`src/rtl/grant_session_pkg.sv`:
```
// Shared types and constants for the grant session mux.
// Optional watchdog is enabled by defining GRANT_SESSION_WATCHDOG_EN.
package grant_session_pkg;

  localparam int unsigned NUM_MASTERS = 4;
  localparam int unsigned OWNER_W     = 2;

  typedef enum logic [1:0] {
    StIdle,
    StActive,
    StFinish,
    StHoldoff
  } session_state_t;

  // Non-one-hot grants resolve to the lowest set bit.
  function automatic logic [OWNER_W-1:0] lowest_set(input logic [NUM_MASTERS-1:0] vec);
    logic [OWNER_W-1:0] idx;
    idx = '0;
    for (int i = NUM_MASTERS - 1; i >= 0; i--) begin
      if (vec[i]) idx = OWNER_W'(i);
    end
    return idx;
  endfunction

endpackage

```
`src/rtl/session_watchdog.sv`:
```
// Idle-cycle counter for an active session; only built with GRANT_SESSION_WATCHDOG_EN.
module session_watchdog #(
  parameter int unsigned TIMEOUT_CYCLES = 255
) (
  input  logic clk,
  input  logic rst,
  input  logic enable,
  input  logic kick,
  output logic expired
);

  localparam int unsigned CntW = $clog2(TIMEOUT_CYCLES + 1);

  logic [CntW-1:0] cnt_q, cnt_d;

  // Fires in the cycle the idle count would reach TIMEOUT_CYCLES.
  assign expired = enable && !kick && (cnt_q == CntW'(TIMEOUT_CYCLES - 1));

  always_comb begin
    cnt_d = cnt_q;
    if (!enable || kick) begin
      cnt_d = '0;
    end else if (!expired) begin
      cnt_d = cnt_q + CntW'(1);
    end
  end

  always_ff @(posedge clk) begin
    if (rst) begin
      cnt_q <= '0;
    end else begin
      cnt_q <= cnt_d;
    end
  end

endmodule

```
`src/rtl/grant_session_mux.sv`:
```
// Latches the arbiter's grant, routes the owner's beats to the shared slave port and
// signals session end. Watchdog abort is enabled by GRANT_SESSION_WATCHDOG_EN.
module grant_session_mux
  import grant_session_pkg::*;
#(
  parameter int unsigned ADDR_W         = 32,
  parameter int unsigned DATA_W         = 32,
  parameter int unsigned MAX_BURST      = 16,
  parameter int unsigned TIMEOUT_CYCLES = 255
) (
  input  logic                          clk,
  input  logic                          rst,
  input  logic [NUM_MASTERS-1:0]        grant,
  output logic                          session_is_finished,
  output logic                          session_err,
  output logic                          busy,
  output logic [OWNER_W-1:0]            owner,
  input  logic [NUM_MASTERS-1:0]        m_valid,
  input  logic [NUM_MASTERS-1:0]        m_last,
  input  logic [NUM_MASTERS-1:0]        m_we,
  input  logic [NUM_MASTERS*ADDR_W-1:0] m_addr,
  input  logic [NUM_MASTERS*DATA_W-1:0] m_wdata,
  output logic [NUM_MASTERS-1:0]        m_ready,
  output logic [NUM_MASTERS-1:0]        m_rvalid,
  output logic [DATA_W-1:0]             m_rdata,
  output logic                          s_valid,
  output logic                          s_we,
  output logic [ADDR_W-1:0]             s_addr,
  output logic [DATA_W-1:0]             s_wdata,
  input  logic                          s_ready,
  input  logic [DATA_W-1:0]             s_rdata
);

  localparam int unsigned BeatW =
      ($clog2(MAX_BURST + 1) > 4) ? $clog2(MAX_BURST + 1) : 4;

  session_state_t   state_q, state_d;
  logic [OWNER_W-1:0] owner_q, owner_d;
  logic [BeatW-1:0] beat_q, beat_d;
  logic             err_q, err_d;
  logic             accept;
  logic             wd_expired;

`ifdef GRANT_SESSION_WATCHDOG_EN
  session_watchdog #(
    .TIMEOUT_CYCLES(TIMEOUT_CYCLES)
  ) u_watchdog (
    .clk    (clk),
    .rst    (rst),
    .enable (state_q == StActive),
    .kick   (accept),
    .expired(wd_expired)
  );
`else
  logic unused_timeout;
  assign unused_timeout = ^TIMEOUT_CYCLES;
  assign wd_expired     = 1'b0;
`endif

  assign m_rdata             = s_rdata;
  assign busy                = (state_q != StIdle);
  assign owner               = owner_q;
  assign session_is_finished = (state_q == StFinish);
  assign session_err         = (state_q == StFinish) && err_q;

  // Owner routing: combinational pass-through while ACTIVE, everything quiet otherwise.
  always_comb begin
    s_valid  = (state_q == StActive) && m_valid[owner_q];
    s_we     = m_we[owner_q];
    s_addr   = m_addr[int'(owner_q)*ADDR_W +: ADDR_W];
    s_wdata  = m_wdata[int'(owner_q)*DATA_W +: DATA_W];
    accept   = s_valid && s_ready;
    m_ready  = '0;
    m_rvalid = '0;
    if (state_q == StActive) begin
      m_ready[owner_q]  = s_ready;
      m_rvalid[owner_q] = accept && !s_we;
    end
  end

  always_comb begin
    state_d = state_q;
    owner_d = owner_q;
    beat_d  = '0;
    err_d   = err_q;
    unique case (state_q)
      StIdle: begin
        if (|grant) begin
          owner_d = lowest_set(grant);
          err_d   = 1'b0;
          state_d = StActive;
        end
      end
      StActive: begin
        beat_d = beat_q;
        if (accept) begin
          beat_d = beat_q + BeatW'(1);
          if (m_last[owner_q]) begin
            err_d   = 1'b0;
            state_d = StFinish;
          end else if (beat_q == BeatW'(MAX_BURST - 1)) begin
            err_d   = 1'b1;
            state_d = StFinish;
          end
        end else if (wd_expired) begin
          err_d   = 1'b1;
          state_d = StFinish;
        end
      end
      StFinish:  state_d = StHoldoff;
      // Arbiter's grant register still shows the old owner here.
      StHoldoff: state_d = StIdle;
      default:   state_d = StIdle;
    endcase
  end

  always_ff @(posedge clk) begin
    if (rst) begin
      state_q <= StIdle;
      owner_q <= '0;
      beat_q  <= '0;
      err_q   <= 1'b0;
    end else begin
      state_q <= state_d;
      owner_q <= owner_d;
      beat_q  <= beat_d;
      err_q   <= err_d;
    end
  end

endmodule

```
`config.mk`:
```
export PLATFORM = sky130hd
export DESIGN_NAME = grant_session_mux
export DESIGN_NICKNAME = d
export VERILOG_FILES = /design/src/rtl/grant_session_pkg.sv /design/src/rtl/session_watchdog.sv /design/src/rtl/grant_session_mux.sv
export SDC_FILE = /design/constraint.sdc
export NUM_CORES = 1
export LEC_CHECK = 0
export BUFFER_PORTS_ARGS = -buffer_cell sky130_fd_sc_hd__buf_2
export CAP_MARGIN = 20
export CORE_AREA = 4 4 159 161
export CTS_BUF_LIST = sky130_fd_sc_hd__clkbuf_8
export DETAILED_ROUTE_END_ITERATION = 10
export DIE_AREA = 0 0 163 165
export GPL_TIMING_DRIVEN = 0
export SYNTH_ARGS = -nofsm -noshare
export SYNTH_HDL_FRONTEND = slang
export SYNTH_HIERARCHICAL = 1
export SYNTH_SLANG_ARGS = --single-unit
```
`constraint.sdc`:
```
create_clock -name clk -period 3.5 [get_ports clk]
set_input_delay 0.525 -clock clk [delete_from_list [all_inputs] [get_ports clk]]
set_output_delay 0.525 -clock clk [all_outputs]
set_load 0.01 [all_outputs]
```
# After elaboration in Yosys (flattened, before gate mapping)

Index checks and enable logic that the tools add are counted.

Bits in registers: 10
Input bits: 307
Output and inout port bits: 111

Add/sub/neg operators: 1
Magnitude comparators: 2
Equality and inequality tests: 7
Shift operators: 2
Mux-type cells: 24
Bitwise logic cells: 3
Reduce and logical (&&, ||, !) cells: 14

Operators by type and width:

| kind                                                                   | number |
|---|---|
| 128-bit by 8-bit indexed part select with 32-bit output                | 2 |
| 2-bit two-way mux                                                      | 8 |
| 4-bit AND                                                              | 2 |
| 1-bit two-way mux                                                      | 8 |
| 4-bit two-way mux                                                      | 2 |
| 2-bit one-hot mux with 4 select lines                                  | 1 |
| 1-bit binary-select mux with 2-bit select                              | 3 |
| 5-bit by 1-bit adder with 5-bit output (second input constant)         | 1 |
| 5-bit by 4-bit equality test with 1-bit output (second input constant) | 1 |
| 1-bit logical AND                                                      | 5 |
| 2-bit equality test (second input constant)                            | 2 |
| 2-bit != test (second input constant)                                  | 2 |
| 4-bit AND reduction                                                    | 1 |
| 2-bit nonzero test                                                     | 2 |
| 4-bit OR reduction                                                     | 1 |
| 2-bit by 3-bit < comparator with 1-bit output (second input constant)  | 1 |
| 3-bit by 1-bit != test with 1-bit output (second input constant)       | 1 |
| 3-bit AND reduction                                                    | 1 |
| 1-bit demux with 2-bit select                                          | 1 |
| 2-bit by 1-bit equality test with 1-bit output (second input constant) | 1 |
| 2-bit by 1-bit >= comparator with 1-bit output (second input constant) | 1 |
| 2-bit zero test                                                        | 1 |
| 1-bit one-hot mux with 2 select lines                                  | 1 |
| 2-bit AND reduction                                                    | 1 |
| 3 further kinds                                                        | 3 |

# Depth between registers and ports, before layout

Depth after elaboration: 7
Mapped depth: 7

# Worst setup path before layout

Ideal clock, no wire load.

Path type: register to output
Start point: reg owner_q[0], in the netlist owner[0]
End point: out m_rvalid[3]
Arrival time: 1608 ps
Slack: 1367 ps
Stages on the path, launching flop included: 5
Path buffers: 2
Cells stage by stage: dfxtp_1 -> buf_6 -> buf_2 -> mux4_2 -> nor3_1

RTL lines:

| element                                   | line                     | source |
|---|---|---|
| from (decl)                               | grant_session_mux.sv:38  | `logic [OWNER_W-1:0] owner_q, owner_d;` |
| from (signal assigned)                    | grant_session_mux.sv:125 | `owner_q <= owner_d;` |
| 1-bit binary-select mux with 2-bit select | grant_session_mux.sv:69  | `s_we = m_we[owner_q];` |
| 1-bit two-way mux (implied by the code)   | grant_session_mux.sv:69  |  |
| via s_we                                  | grant_session_mux.sv:27  | `output logic s_we,` |
| 1-bit zero test                           | grant_session_mux.sv:77  | `m_rvalid[owner_q] = accept && !s_we;` |
| 1-bit logical AND                         | grant_session_mux.sv:77  |  |
| 4-bit AND (no line)                       | --                       |  |
| 4-bit two-way mux                         | grant_session_mux.sv:75  | `if (state_q == StActive) begin` |
| to (decl)                                 | grant_session_mux.sv:24  | `output logic [NUM_MASTERS-1:0] m_rvalid,` |

The timed path passes the listed nets, and every way through them passes these cells. The select of a mux whose other input is x is not followed.

# Worst setup path in the final report

Start point: reg owner_q[1], in the netlist owner[1]
End point: out s_addr[24]

Longest elaborated chain between the ends: 1

Ends and longest elaborated chain:

| element                                                 | line                    | source |
|---|---|---|
| 128-bit by 8-bit indexed part select with 32-bit output | grant_session_mux.sv:70 | `s_addr = m_addr[int'(owner_q)*ADDR_W +: ADDR_W];` |
| to (decl)                                               | grant_session_mux.sv:28 | `output logic [ADDR_W-1:0] s_addr,` |

Every way passes these cells.

==> run_summary.xml <==
<?xml version="1.0" encoding="UTF-8"?>
<metrics>
  <group name="pwr">
    <metric name="power.combinational.fraction" unit="%">88.1</metric>
    <metric name="ir_drop" unit="V">0.000222</metric>
    <metric name="switching_share" unit="%">47.6</metric>
    <metric name="net-switching-power" unit="W">0.00111</metric>
    <metric name="powerDensity" unit="nW/um^2">476</metric>
    <metric name="internal_pwr_total" unit="W">0.00123</metric>
    <metric name="seq_power_share" unit="%">6.6</metric>
    <metric name="power.static_leakage" unit="nW">2.41</metric>
    <metric name="power.total" unit="W">0.00234</metric>
    <metric name="clockPowerShare" unit="%">5.3</metric>
  </group>
  <group name="yosys">
    <metric name="post-synth-top-count-cell" unit="">sky130_fd_sc_hd__mux4_2</metric>
    <metric name="synth_cells" unit="">204</metric>
    <metric name="syn-cell-area" unit="um^2">2540</metric>
    <metric name="synth_compound_gate_area_share" unit="%">4.69</metric>
    <metric name="yosys_warnings" unit="">6</metric>
    <metric name="synth_top_family_by_area" unit="">multiplexers</metric>
    <metric name="muxShareOfSynthArea" unit="%">60.6</metric>
    <metric name="synth_area_per_cell" unit="um^2">12.4</metric>
    <metric name="synthTopCellsByCount" unit="">sky130_fd_sc_hd__mux4_2 (66), sky130_fd_sc_hd__buf_4 (32), sky130_fd_sc_hd__dfxtp_1 (10), sky130_fd_sc_hd__nor2_1 (10), sky130_fd_sc_hd__buf_2 (9)</metric>
    <metric name="synth_nets" unit="">517</metric>
    <metric name="synth_ff_type" unit="">sky130_fd_sc_hd__dfxtp_1</metric>
    <metric name="yosysUniqueCellTypes" unit="">41</metric>
    <metric name="synth-edff-count" unit="">0</metric>
    <metric name="yosys.area_share.adder" unit="%">2.96</metric>
    <metric name="simple_gate_share_of_the_synthesized_area" unit="%">9.23</metric>
    <metric name="postSynth.asyncResetShare" unit="%">0</metric>
    <metric name="yosysSeqAreaShare" unit="%">7.89</metric>
    <metric name="yosysTopAreaCellShare" unit="%">58.6</metric>
    <metric name="yosys_register_bits" unit="">10</metric>
    <metric name="synth_xor_xnor_area_share" unit="%">0.691</metric>
    <metric name="cell_type_with_the_highest_aggregate_area_in_the_netlist" unit="">sky130_fd_sc_hd__mux4_2</metric>
    <metric name="synth.top_cells.by_area" unit="">sky130_fd_sc_hd__mux4_2 (59%), sky130_fd_sc_hd__buf_4 (9.5%), sky130_fd_sc_hd__dfxtp_1 (7.9%)</metric>
  </group>
  <group name="grt">
    <metric name="grt_antenna_before_repair" unit="">3</metric>
    <metric name="track_usage" unit="%">10.5</metric>
    <metric name="grt_start_max_net_pins" unit="">11</metric>
    <metric name="grt_overflow_total" unit="">0</metric>
    <metric name="global_route_wire_length_before_repair" unit="mm">21.2</metric>
    <metric name="number_of_global_route_vias_before_repair" unit="">3376</metric>
  </group>
  <group name="placed_design">
    <metric name="io_buffers" unit="">385</metric>
    <metric name="dp.cells" unit="">913</metric>
    <metric name="gp_routability_congestion" unit="">0.803</metric>
    <metric name="placement.cell_area" unit="um^2">4870</metric>
    <metric name="place.detailed.hpwl" unit="mm">15.3</metric>
  </group>
  <group name="critical_path">
    <metric name="timing.rr.end" unit="">state_q[0]</metric>
    <metric name="r2r_cells" unit="">7</metric>
    <metric name="path_cells" unit="">clkbuf_1, buf_1, mux4_2, buf_2</metric>
    <metric name="slowest_delay" unit="ns">0.61</metric>
    <metric name="worst_path_max_delay_cell" unit="">sky130_fd_sc_hd__clkbuf_1</metric>
    <metric name="top_cell_family_by_delay_on_the_critical_path" unit="">buffers and inverters</metric>
    <metric name="cp.required" unit="ns">2.97</metric>
    <metric name="cp_max_fo" unit="">10</metric>
    <metric name="r2r_slack" unit="ns">1.37</metric>
    <metric name="path_buf_inv" unit="">3</metric>
    <metric name="critPathLaunchType" unit="">register</metric>
    <metric name="worst-endpoint-arrival" unit="ns">2.51</metric>
    <metric name="timing.setup.critical_path_class" unit="">register to output pin</metric>
    <metric name="r2r_start" unit="">beat_q[0]</metric>
    <metric name="setup.worst_path.end_class" unit="">output pin</metric>
  </group>
  <group name="floorplanning">
    <metric name="core.rowCount" unit="">57</metric>
    <metric name="initial_core_util" unit="%">10.6</metric>
    <metric name="core_area" unit="um^2">24000</metric>
    <metric name="chipHeight" unit="um">165</metric>
    <metric name="die_x" unit="um">163</metric>
    <metric name="io-pin-count" unit="">418</metric>
    <metric name="design.die.area" unit="um^2">26900</metric>
  </group>
  <group name="clock_tree">
    <metric name="cts_resized" unit="">0</metric>
    <metric name="cts_hold_repair.buffers" unit="">0</metric>
    <metric name="cts.reportedPaths.clkPinSlew" unit="ns">0.05</metric>
    <metric name="post_cts_buffers" unit="">0</metric>
    <metric name="tritoncts" unit="">yes</metric>
    <metric name="cts.sink_count" unit="">10</metric>
    <metric name="cts-htree-levels" unit="">1</metric>
    <metric name="cts_made_buffers" unit="">3</metric>
    <metric name="ctsLongestPathBuffers" unit="">2</metric>
    <metric name="cts_root_buffer" unit="">sky130_fd_sc_hd__clkbuf_8</metric>
    <metric name="worst_skew_pair.late_latency" unit="ns">0.24</metric>
  </group>
  <group name="layout">
    <metric name="number_of_fillers_in_the_final_layout" unit="">2695</metric>
    <metric name="area_growth" unit="%">93.8</metric>
    <metric name="fin_cells" unit="">918</metric>
    <metric name="final_core_utilization" unit="%">20.5</metric>
    <metric name="stdcell_area" unit="um^2">4910</metric>
    <metric name="finalNetCount" unit="">907</metric>
    <metric name="final_layout_size_suffix_gt1_share" unit="%">84.6</metric>
  </group>
  <group name="route">
    <metric name="via_count" unit="">3599</metric>
    <metric name="via_count_normalized_by_instance_count" unit="">3.92</metric>
    <metric name="drt-total-wl" unit="mm">16.8</metric>
    <metric name="drtPass1Iterations" unit="">4</metric>
    <metric name="drc" unit="">0</metric>
    <metric name="ant_nets" unit="">0</metric>
    <metric name="drt_iter0_drc" unit="">142</metric>
    <metric name="post_drt_wl_per_cell" unit="um">18.3</metric>
  </group>
  <group name="timing">
    <metric name="worst_pin_slew" unit="ns">0.747</metric>
    <metric name="final-max-slew-violation-count" unit="">0</metric>
    <metric name="post-route-min-period" unit="ns">3.04</metric>
    <metric name="rsz0062_at_grt" unit="">no</metric>
    <metric name="slew_headroom" unit="%">50.2</metric>
    <metric name="fmaxAchievable" unit="GHz">0.329</metric>
    <metric name="finClkSkew" unit="ns">0.00427</metric>
    <metric name="layout_worst_path_cycle_share" unit="%">86.8</metric>
    <metric name="setup_viol" unit="">0</metric>
    <metric name="final_number_of_hold_violating_endpoints" unit="">0</metric>
    <metric name="finalSetupTns" unit="ns">0</metric>
  </group>
  <group name="hold_path">
    <metric name="number_of_stages_on_the_worst_hold_path" unit="">2</metric>
    <metric name="worst_min_path_start" unit="">beat_q[4]</metric>
    <metric name="holdCritPathClass" unit="">register to register</metric>
    <metric name="holdPathEnd" unit="">beat_q[4]</metric>
  </group>
  <group name="job">
    <metric name="max-cap-violations" unit="">0</metric>
  </group>
  <group name="outcome">
    <metric name="status" unit="">finished clean</metric>
  </group>
</metrics>
==> final cells by class <==
class	instances	area, um^2	share of cell area [%]
Antenna cell	2	5.00	0.102
Buffer	50	327	6.64
Clock buffer	3	41.3	0.840
Inverter	7	26.3	0.535
Multi-Input combinational cell	137	1980	40.4
Sequential cell	10	200	4.07
Tap cell	324	405	8.25
Timing Repair Buffer	385	1930	39.2
==> cell usage in the layout, fill, tap and decap left out, drive strengths merged, types with 4 or more instances in the layout <==
master / netlist / routed
nand2: 7 / 7
inv: 7 / 7
clkbuf: 6 / 9
mux2i: 4 / 4
nor3: 5 / 5
mux4: 66 / 66
nor2: 10 / 10
ha: 6 / 6
buf: 44 / 429
dfxtp: 10 / 10
==> worst min-delay path, stage by stage (launching register included) <==
cell                      delay, ns
sky130_fd_sc_hd__dfxtp_1       0.31
sky130_fd_sc_hd__nand2_1       0.05
sky130_fd_sc_hd__a21oi_1       0.05
==> worst max-delay path by stage <==
stage,to,depth (start not counted),startpoint
6_report,s_addr[24],4,owner[1]
5_1_grt,s_addr[23],4,owner[1]
4_1_cts,s_addr[23],4,owner[1]
3_5_place_dp,s_addr[23],4,owner[1]
3_3_place_gp,s_addr[23],4,owner[1]
2_1_floorplan,m_rvalid[3],4,owner[0]
==> registers in the layout (all words and copies together), names as in the netlist <==
register,cells
owner,2
err_q,1
beat_q,5
state_q,2
==> power by group through the flow <==
stage / logic, W / clock network, W / registers, W
final: 0.00206 / 0.000123 / 0.000155
after global routing: 0.00221 / 0.000131 / 0.000158
after CTS: 0.00210 / 0.000124 / 0.000154
after detailed placement: 0.00208 / 0 / 0.000157
after global placement: 0.00207 / 0 / 0.000156
after floorplan: 0.00127 / 0 / 0.000155
==> through the flow <==
| step | hold slack [ns] | setup slack (ns) |
|---|---|---|
| after CTS | 0.466 | 0.357 |
| after global routing | 0.490 | 0.265 |
| after detailed placement | 0.460 | 0.629 |
| after floorplan | 0.436 | 1.37 |
| final | 0.462 | 0.461 |
| after global placement | 0.452 | 0.639 |
==> logic make-up after synthesis <==
logic type / count (synthesis)
and+or+nand+nor: 42
xor gates and xnor gates: 2
DFF: 10
AOI/OAI and AO/OA: 16
buffers and inverters: 57
muxes: 71
adders and majority gates: 6
==> routing by layer <==
layer / part of all wire, % / global-route usage, %
met1: 40 / 14.6
met2: 48 / 16.8
met3: 9.7 / 2.02
met4: 1.7 / 2.40
met5: 0.16 / 0
No activity file was read; power rests on OpenSTA's default activity.
